$ cat config.mk
export PLATFORM = sky130hd
export DESIGN_NAME = gs_recip_seed_pipe
export DESIGN_NICKNAME = d
export VERILOG_FILES = /design/src/rtl/gs_recip_seed_pipe.sv
export SDC_FILE = /design/constraint.sdc
export NUM_CORES = 1
export LEC_CHECK = 0
export CAP_MARGIN = 25
export CORE_MARGIN = 2
export CORE_UTILIZATION = 59
export DETAILED_ROUTE_END_ITERATION = 8
export GPL_ROUTABILITY_DRIVEN = 0
export PLACE_DENSITY = 0.95
export SLEW_MARGIN = 20
export SYNTH_ARGS = -nofsm -noshare
export SYNTH_HDL_FRONTEND = slang
export SYNTH_SLANG_ARGS = --single-unit
$ cat constraint.sdc
create_clock -name clk -period 4.2 [get_ports clk]
set_input_delay 1.05 -clock clk [delete_from_list [all_inputs] [get_ports clk]]
set_output_delay 1.05 -clock clk [all_outputs]
set_load 0.005 [all_outputs]
$ cat src/rtl/gs_recip_seed_pipe.sv
// Pipelined reciprocal-seed generator feeding the first Goldschmidt multiply.
// Stages: leading-one detect -> seed table lookup -> scale/saturate, with valid/ready flow control.
module gs_recip_seed_pipe #(
  parameter int W = 16,
  parameter int F = 8,
  parameter int P = 3
) (
  input  logic         clk,
  input  logic         rst_n,
  input  logic         in_valid,
  output logic         in_ready,
  input  logic [W-1:0] d_in,
  output logic         out_valid,
  input  logic         out_ready,
  output logic [W-1:0] r_out,
  output logic         dz,
  output logic         sat
);
  localparam int PW = $clog2(W);
  // Wide enough to hold the signed shift 2F-p-P-1 over its full range.
  localparam int SW = $clog2(2*W + P + 2) + 1;

  logic                 v1_q, v2_q, v3_q;
  logic [PW-1:0]        p1_q;
  logic [P-1:0]         m1_q;
  logic                 z1_q;
  logic [P:0]           l2_q;
  logic signed [SW-1:0] s2_q;
  logic                 z2_q;
  logic [W-1:0]         r3_q;
  logic                 dz3_q, sat3_q;

  logic adv1, adv2;

  assign adv2     = !v3_q || out_ready;
  assign adv1     = !v2_q || adv2;
  assign in_ready = !v1_q || adv1;

  logic [PW-1:0] p_d;
  logic [P-1:0]  m_d;

  always_comb begin
    p_d = '0;
    for (int i = 0; i < W; i++) begin
      if (d_in[i]) p_d = PW'(i);
    end
    // Bits below the leading one, zero-filled once they run past bit 0.
    m_d = P'({d_in, {P{1'b0}}} >> p_d);
  end

  logic [P:0] lut [2**P];

  for (genvar g = 0; g < 2**P; g++) begin : g_lut
    localparam int unsigned LV = (2**(2*P+2)) / (2**(P+1) + 2*g + 1);
    assign lut[g] = (P+1)'(LV);
  end

  logic [P:0]           l_d;
  logic signed [SW-1:0] s_d;

  assign l_d = lut[m1_q];
  assign s_d = SW'(2*F - P - 1) - SW'(p1_q);

  logic [W+P:0]  wide;
  logic [SW-1:0] sh;
  logic          ovf;
  logic [W-1:0]  r_d;
  logic          sat_d;

  always_comb begin
    sh   = '0;
    wide = '0;
    ovf  = 1'b0;
    if (s2_q[SW-1]) begin
      sh   = -s2_q;
      wide = {{W{1'b0}}, l2_q} >> sh;
    end else begin
      sh   = s2_q;
      ovf  = (sh >= SW'(W));
      wide = {{W{1'b0}}, l2_q} << sh;
    end
    sat_d = ovf || (|wide[W+P:W]);
    r_d   = sat_d ? '1 : wide[W-1:0];
    if (z2_q) begin
      r_d   = '1;
      sat_d = 1'b0;
    end
  end

  always_ff @(posedge clk or negedge rst_n) begin
    if (!rst_n) begin
      v1_q   <= 1'b0;
      v2_q   <= 1'b0;
      v3_q   <= 1'b0;
      p1_q   <= '0;
      m1_q   <= '0;
      z1_q   <= 1'b0;
      l2_q   <= '0;
      s2_q   <= '0;
      z2_q   <= 1'b0;
      r3_q   <= '0;
      dz3_q  <= 1'b0;
      sat3_q <= 1'b0;
    end else begin
      if (in_ready) v1_q <= in_valid;
      if (in_ready && in_valid) begin
        p1_q <= p_d;
        m1_q <= m_d;
        z1_q <= (d_in == '0);
      end
      if (adv1) v2_q <= v1_q;
      if (adv1 && v1_q) begin
        l2_q <= l_d;
        s2_q <= s_d;
        z2_q <= z1_q;
      end
      if (adv2) v3_q <= v2_q;
      if (adv2 && v2_q) begin
        r3_q   <= r_d;
        dz3_q  <= z2_q;
        sat3_q <= sat_d;
      end
    end
  end

  assign out_valid = v3_q;
  assign r_out     = r3_q;
  assign dz        = dz3_q;
  assign sat       = sat3_q;

endmodule
==> results of run 1 <==
path summary, 6_finish.rpt:
path / to / slack, ps / cells past startpoint
worst min register to register: dz$_DFFE_PN0P_ / 490 / 2
worst max register to register: r_out[14]$_DFFE_PN0P_ / 1930 / 5
worst max-delay path: in_ready / 930 / 3
max in group asynchronous: s2_q[5]$_DFFE_PN0P_ / 2820 / 1
worst min-delay path: dz$_DFFE_PN0P_ / 490 / 2
min in group asynchronous: r_out[9]$_DFFE_PN0P_ / 860 / 1
placed cells by master, fill, tap and decap left out, drive strengths merged, types with 3 or more instances in the layout:
cell and instances:
nor2b 10, clkbuf 5, o22a 11, clkdlybuf4s50 38, o311ai 3, nor3 9, a211oi 5, nand2 28
a21oi 26, mux2 7, a31oi 5, o21ai 16, nor4 3, dfrtp 39, inv 15, nand3 5
mux2i 10, a211o 3, ha 6, or3 4, o211ai 3, nand2b 12, nor2 37
metrics by stage:
stage	util [%]	setup WS, ps
6_report	73.07	933.0
5_1_grt	73.07	780.2
4_1_cts	73.07	877.1
3_5_place_dp	70.49	556.4
3_3_place_gp	70.49	698.1
2_1_floorplan	-	1465
critical path: cells and delay by family:
kind	cells	cell delay, ps
and+or+nand+nor	1	170
buffers and inverters	2	1000
registers in the layout, indices dropped and copies added, names as in the netlist:
register,flops
z2_q,1
s2_q,5
m1_q,3
v1_q,1
out_valid,1
v2_q,1
sat,1
z1_q,1
r_out,16
l2_q,4
p1_q,4
dz,1
area by class of cell:
cell class / count / area share, %
clock inverter: 3 / 1.376
multi-input combinational: 244 / 49.86
timing repair buffer: 39 / 12.11
clock buffer: 5 / 2.163
inverter: 15 / 1.770
sequential: 39 / 30.67
tap: 52 / 2.045
report_power, final:
| group | internal, mW | switching (mW) |
|---|---|---|
| logic | 0.267 | 0.256 |
| clock network | 0.177 | 0.141 |
| registers | 0.457 | 0.113 |
logic make-up after synthesis:
kind of cell,share of synthesized area (%)
and+or+nand+nor,21.96
AOI/OAI and AO/OA,27.04
DFF,36.36
buffers and inverters,4.522
muxes,6.667
adders and majority gates,2.797
xor gates and xnor gates,0.6528
layer usage:
layer / track usage [%] / vias up / part of all wire, %
met5: 0 / - / 0
met4: 9.434 / 0 / 1.9
met3: 3.938 / 19 / 7.2
met2: 45.37 / 155 / 48
met1: 39.34 / 1234 / 43
li1: - / 1214 / -
==> results.cfg, run 1 <==
[critical_path]
start_kind = input pin
critPathMaxStageDelay_ps = 520
cp_data_required_time_ps = 3150
reg2reg_from = s2_q[5]$_DFFE_PN0P_
critPathKind = in2out
worstPathArrival_ps = 2220
critical_path.cell_chain = clkdlybuf4s50_1, nand4b_1, clkdlybuf4s50_1
cp-end-kind = output pin
startpoint = out_ready
crit_top_cell = clkdlybuf4s50_1
critPathMaxFanout = 4
crit_slowest_cell = clkdlybuf4s50_1

[synthesis]
synthCells = 315
synth_area_per_cell_um2 = 8.520
synth_top_area_cell = dfrtp_1
synth_warnings = 0
synth-seq-cells = 39
yosysMostFrequentCell = dfrtp_1
synth_top_area_share_pct = 36.36
yosysSeqAreaShare_pct = 36.36
netlist_area_mm2 = 0.002684
synth_nets = 341
synth_edf_count = 0
synth_common_cells = dfrtp_1 (39), nor2_1 (37), nand2_1 (28)
ys.flop_type = dfrtp_1
synth_cell_type_count = 58
async_flop_share_pct = 100.0
synth_area_leaders = dfrtp_1 (36%), nor2_1 (5.2%), a21oi_1 (4.8%), nand2_1 (3.9%), mux2i_1 (3.7%)

[die]
die_w_um = 71.45
rows = 24
pin_count = 40
die_area_mm2 = 0.005104
core_mm2 = 0.004354
start_util_pct = 61.64
die_y_um = 71.45

[worst_hold_path]
hp-start = dz$_DFFE_PN0P_
hold_class = reg2reg

[global_route]
grt_start_max_net_pins = 40
grt_pass1_vias = 2485
antenna_found_initial = 0
grt_pass1_wl_mm = 11.65
overflow = 0
grt_usage_pct = 28.16

[clock_network]
htreeDepth = 2
clk-insertion-delay-late_ps = 290
clock-sinks = 39
clk_path_buf_depth = 2
cts_setup_buffers = 0
cts_tree = done
numCtsBuffers = 5
holdBufCountCts = 0
cts_root_buf = clkbuf_8
path_clk_slew_ps = 80
cts_resized = 0

[timing]
drv_slew = 0
clock_skew_ps = 7.410
hold_violations = 0
rsz0062_at_grt = false
period_share_pct = 77.79
fmaxAchievable_mhz = 306.1
holdWs_ps = 487.8
slew-limit-headroom_pct = 44.08
period_minus_slack_ps = 3267
setup_tns_ps = 0
final-setup-viol-count = 0
worstMarginPinSlew_ps = 838.7

[final_layout]
area_growth_pct = 18.55
final_cells = 397
finish.instance_area_mm2 = 0.003182
multi_input_area_mm2 = 0.001587
regArea_um2 = 975.9
nets = 370
drive_gt1_share_pct = 6.667
diodes = 0
fill_cells = 307

[place]
place_hpwl_mm = 4.964
dpl-instance-area_mm2 = 0.003069
io_buffer_count = 39
dp_cells = 389

[job]
cap_violations = 0

[routing]
detail_route.vias_per_cell = 6.605
vias = 2622
antenna_left = 0
wire_per_inst_um = 17.22
remaining_drc_errors = 0
finalWirelength_mm = 6.835
firstDrtPassIters = 7
drt_iter0_markers = 298

[power_and_ir_drop]
irDropWorstVdd_mv = 0.2819
p_per_area_mw_per_mm2 = 443.4
power.leakage_nw = 1.326
power.total_mw = 1.411

[run_status]
status = complete, no violations
Power figures use the tool's default switching activity.
==> run 2, diff against run 1 <==
Settings changed: CORE_UTILIZATION 59 to 55, PLACE_DENSITY 0.95 to 0.92.
Clock period 4.2 ns to 3.15 ns, I/O delays scaled along.
==> run 2 against run 1 <==
Compared with the run above: clock-buffer cell count rose by 3; power is 30% higher; final area is 2.8% higher; die area rose by 6.9%; sequential share of layout area down 0.83 points; worst setup slack worse by 590 ps; register-to-register slack worse by 1000 ps; critical endpoint is now m1_q[1]$_DFFE_PN0P_.
==> results.cfg, run 2 (synthesized netlist as in run 1, its figures left out) <==
[run_status]
status = complete, no violations

[routing]
firstDrtPassIters = 5
wire_per_inst_um = 16.50
detail_route.vias_per_cell = 6.191
vias = 2619
drt_iter0_markers = 229
antenna_left = 0
finalWirelength_mm = 6.979
remaining_drc_errors = 0

[clock_network]
holdBufCountCts = 0
cts_setup_buffers = 0
numCtsBuffers = 5
clk_path_buf_depth = 2
cts_resized = 0
clock-sinks = 39
cts_root_buf = clkbuf_8
htreeDepth = 2
clk-insertion-delay-late_ps = 290
cts_tree = done
path_clk_slew_ps = 70

[critical_path]
start_kind = input pin
cp_num_buf_inv = 1
critical_path.cell_chain = clkdlybuf4s50_1, nand2b_1, a211oi_2, a31oi_4, mux2i_1, a2111o_1, a22oi_2
critPathKind = in2reg
worstPathArrival_ps = 3030
cp-end-kind = flop
critPathMaxFanout = 10
critPathMaxStageDelay_ps = 560
cp_top_family = compound AO/OA/AOI/OAI gates
cp_data_required_time_ps = 3370
crit_slowest_cell = clkdlybuf4s50_1

[timing]
rsz0062_at_grt = false
period_share_pct = 89.21
setup_tns_ps = 0
holdWs_ps = 493.2
drv_slew = 0
final-setup-viol-count = 0
slew-limit-headroom_pct = 44.30
worstMarginPinSlew_ps = 835.5
clock_skew_ps = 4.812
postLayoutSetupSlackWorst_ps = 339.7
period_minus_slack_ps = 2810
fmaxAchievable_mhz = 355.8
hold_violations = 0

[power_and_ir_drop]
power.leakage_nw = 1.373
power.total_mw = 1.836
p_per_area_mw_per_mm2 = 561.5
irDropWorstVdd_mv = 0.3122

[final_layout]
finish.instance_area_mm2 = 0.003271
mostFrequentLayoutCells = dfrtp_1 (39), clkdlybuf4s50_1 (38), nor2_1 (37)
nets = 381
fill_cells = 371
drive_gt1_share_pct = 9.270
diodes = 0
largest_reg_flops = 16
final_cells = 423
fin_util_pct = 69.25
regArea_um2 = 975.9
area_growth_pct = 21.86
final_common_cell = dfrtp_1
multi_input_area_mm2 = 0.001587

[global_route]
grt_pass1_vias = 2451
grtUsageMet1_pct = 36.34
grtUsageMet2_pct = 43.45
grt_pass1_wl_mm = 11.39
overflow = 0
grt_start_max_net_pins = 40
antenna_found_initial = 0
grt_usage_pct = 27.21
grt_busiest_layer = met2
met3_usage_pct = 5.624

[die]
start_util_pct = 56.82
core_mm2 = 0.004723
rows = 25
die_w_um = 73.86
die_area_mm2 = 0.005455
die_y_um = 73.86
pin_count = 40

[place]
dpl-instance-area_mm2 = 0.003171
io_buffer_count = 39
detailedPlace.worstSlack_ps = 83.95
dp_cells = 415
place_hpwl_mm = 5.184

[worst_hold_path]
hold_class = reg2reg

[job]
cap_violations = 0
run 2: final timing paths:
check | start | endpoint | slack [ps] | depth (start not counted)
max | d_in[11] | m1_q[1]$_DFFE_PN0P_ | 340 | 7
min | r_out[14]$_DFFE_PN0P_ | r_out[14]$_DFFE_PN0P_ | 490 | 1
max reg2reg | s2_q[0]$_DFFE_PN0P_ | r_out[0]$_DFFE_PN0P_ | 900 | 6
min reg2reg | r_out[14]$_DFFE_PN0P_ | r_out[14]$_DFFE_PN0P_ | 490 | 1
max in group asynchronous | rst_n | r_out[8]$_DFFE_PN0P_ | 2030 | 1
min in group asynchronous | rst_n | r_out[2]$_DFFE_PN0P_ | 590 | 1
run 2: cell type report:
class | instances | area share, %
clock buffers | 8 | 3.060
inverters | 15 | 1.721
multi-input cells | 244 | 48.51
flip-flops and latches | 39 | 29.84
well taps | 67 | 2.563
repair buffers | 50 | 14.31
run 2: routing by layer:
metal,wire length [um],vias to the layer above
li1,-,1242
met1,2918,1226
met4,138,0
met5,0,-
met2,3407,136
met3,514,15
run 2: power breakdown:
group	switching [mW]	internal, mW	total (mW)
registers	0.149	0.609	0.759
clock network	0.171	0.200	0.370
logic	0.342	0.365	0.708
==> run 3, diff against run 2 <==
Settings changed: GPL_TIMING_DRIVEN set to 0.
==> run 3 against run 2 <==
Compared with the run above: final area down 0.31%; wire length up 0.63%; clock skew up 5.1 ps; sequential share of layout area up 0.092 points; critical path depth unchanged; flip-flop and latch count unchanged; power up 5.1%; utilization down 0.21 points; combinational power up 12%; largest cell class unchanged.
==> results.cfg, run 3 (synthesized netlist as in run 1, its figures left out) <==
[clock_network]
holdBufCountCts = 0
clock-sinks = 39
htreeDepth = 2
cts_tree = done
path_clk_slew_ps = 80
cts_root_buf = clkbuf_8
cts_resized = 0
numCtsBuffers = 5
cts_setup_buffers = 0
clk_path_buf_depth = 2
clk-insertion-delay-late_ps = 300

[power_and_ir_drop]
power.total_mw = 1.929
power.leakage_nw = 1.350
p_per_area_mw_per_mm2 = 591.7
irDropWorstVdd_mv = 0.3748

[worst_hold_path]
hold_class = in2async

[timing]
drv_slew = 0
setup_tns_ps = 0
hold_violations = 0
clock_skew_ps = 9.863
slew-limit-headroom_pct = 48.78
final-setup-viol-count = 0
period_share_pct = 92.99
worstMarginPinSlew_ps = 762.4
period_minus_slack_ps = 2929
fmaxAchievable_mhz = 341.4
rsz0062_at_grt = false

[critical_path]
cp_data_required_time_ps = 3320
critPathKind = in2reg
startpoint = d_in[5]
critPathMaxFanout = 10
start_kind = input pin
cp-end-kind = flop
reg2reg_from = s2_q[0]$_DFFE_PN0P_
reg2reg_depth = 7
r2r_slack_ps = 620
reg2reg_to = r_out[14]$_DFFE_PN0P_
worstPathArrival_ps = 3100

[final_layout]
fill_cells = 357
final_cells = 427
fin_util_pct = 69.03
nets = 385
largest_reg_flops = 16
area_growth_pct = 21.49
finish.instance_area_mm2 = 0.003261
diodes = 0
drive_gt1_share_pct = 6.944
final_common_cell = dfrtp_1
mostFrequentLayoutCells = dfrtp_1 (39), nor2_1 (37), clkdlybuf4s50_1 (35)

[die]
rows = 25
die_area_mm2 = 0.005455
core_mm2 = 0.004723
pin_count = 40
start_util_pct = 56.82
die_y_um = 73.86
die_w_um = 73.86

[global_route]
grt_start_max_net_pins = 34
grt_pass1_vias = 2575
grt_pass1_wl_mm = 11.74
grt_usage_pct = 27.97
overflow = 0
antenna_found_initial = 0

[routing]
detail_route.vias_per_cell = 6.288
remaining_drc_errors = 0
drt_iter0_markers = 193
firstDrtPassIters = 5
antenna_left = 0
finalWirelength_mm = 7.023
wire_per_inst_um = 16.45
vias = 2685

[place]
dpl-instance-area_mm2 = 0.003143
io_buffer_count = 36
place_hpwl_mm = 5.194
dp_cells = 419

[run_status]
status = complete, no violations

[job]
cap_violations = 0
==> run 3: cell count changes in the layout (fill, tap and decap cells not counted), moves of 2 or more <==
cell / delta
clkdlybuf4s50_1: -3
buf_1: +2
clkbuf_1: +13
buf_4: -11
==> run 3: final cells by class <==
class / instances / area (um^2) / area share (%)
Clock buffer: 6 / 82.58 / 2.533
Tap cell: 67 / 83.83 / 2.571
Buffer: 17 / 65.06 / 1.995
Sequential cell: 39 / 975.9 / 29.93
Clock inverter: 2 / 35.03 / 1.074
Timing Repair Buffer: 37 / 375.4 / 11.51
Inverter: 15 / 56.30 / 1.727
Multi-Input combinational cell: 244 / 1587 / 48.66
==> run 3: per-layer routing <==
metal	track usage, %	vias to the layer above	part of all wire [%]
li1	-	1254	-
met1	35.63	1248	41
met2	45.63	153	48
met3	6.447	30	7.5
met4	11.52	0	3.1
met5	0	-	0
==> run 3: worst max-delay path by stage <==
stage,endpoint,slack (ps),depth (start not counted)
6_report,m1_q[2]$_DFFE_PN0P_,220,7
3_5_place_dp,m1_q[2]$_DFFE_PN0P_,10,7
5_1_grt,m1_q[2]$_DFFE_PN0P_,70,8
4_1_cts,m1_q[2]$_DFFE_PN0P_,320,7
2_1_floorplan,m1_q[1]$_DFFE_PN0P_,680,7
3_3_place_gp,m1_q[2]$_DFFE_PN0P_,30,8
==> run 3: worst max-delay path: stages <==
cell             delay (ps)
clkdlybuf4s50_1         550
o311a_1                 410
o21ai_0                 280
clkbuf_1                410
nor3_1                  120
o41ai_1                 450
a31oi_1                  80
==> run 3: metrics by stage <==
stage	hold WS, ps	worst slack [ps]
floorplan	457.1	677.9
global placement	463.0	32.02
detailed placement	471.9	10.01
CTS	315.6	322.1
global route	318.3	65.14
finish	319.0	220.8
==> run 3: report_power, final <==
| part | switching, mW | total [mW] | internal [mW] |
|---|---|---|---|
| registers | 0.0897 | 0.700 | 0.610 |
| logic | 0.424 | 0.793 | 0.369 |
| clock network | 0.180 | 0.436 | 0.256 |
| total | 0.694 | 1.93 | 1.24 |
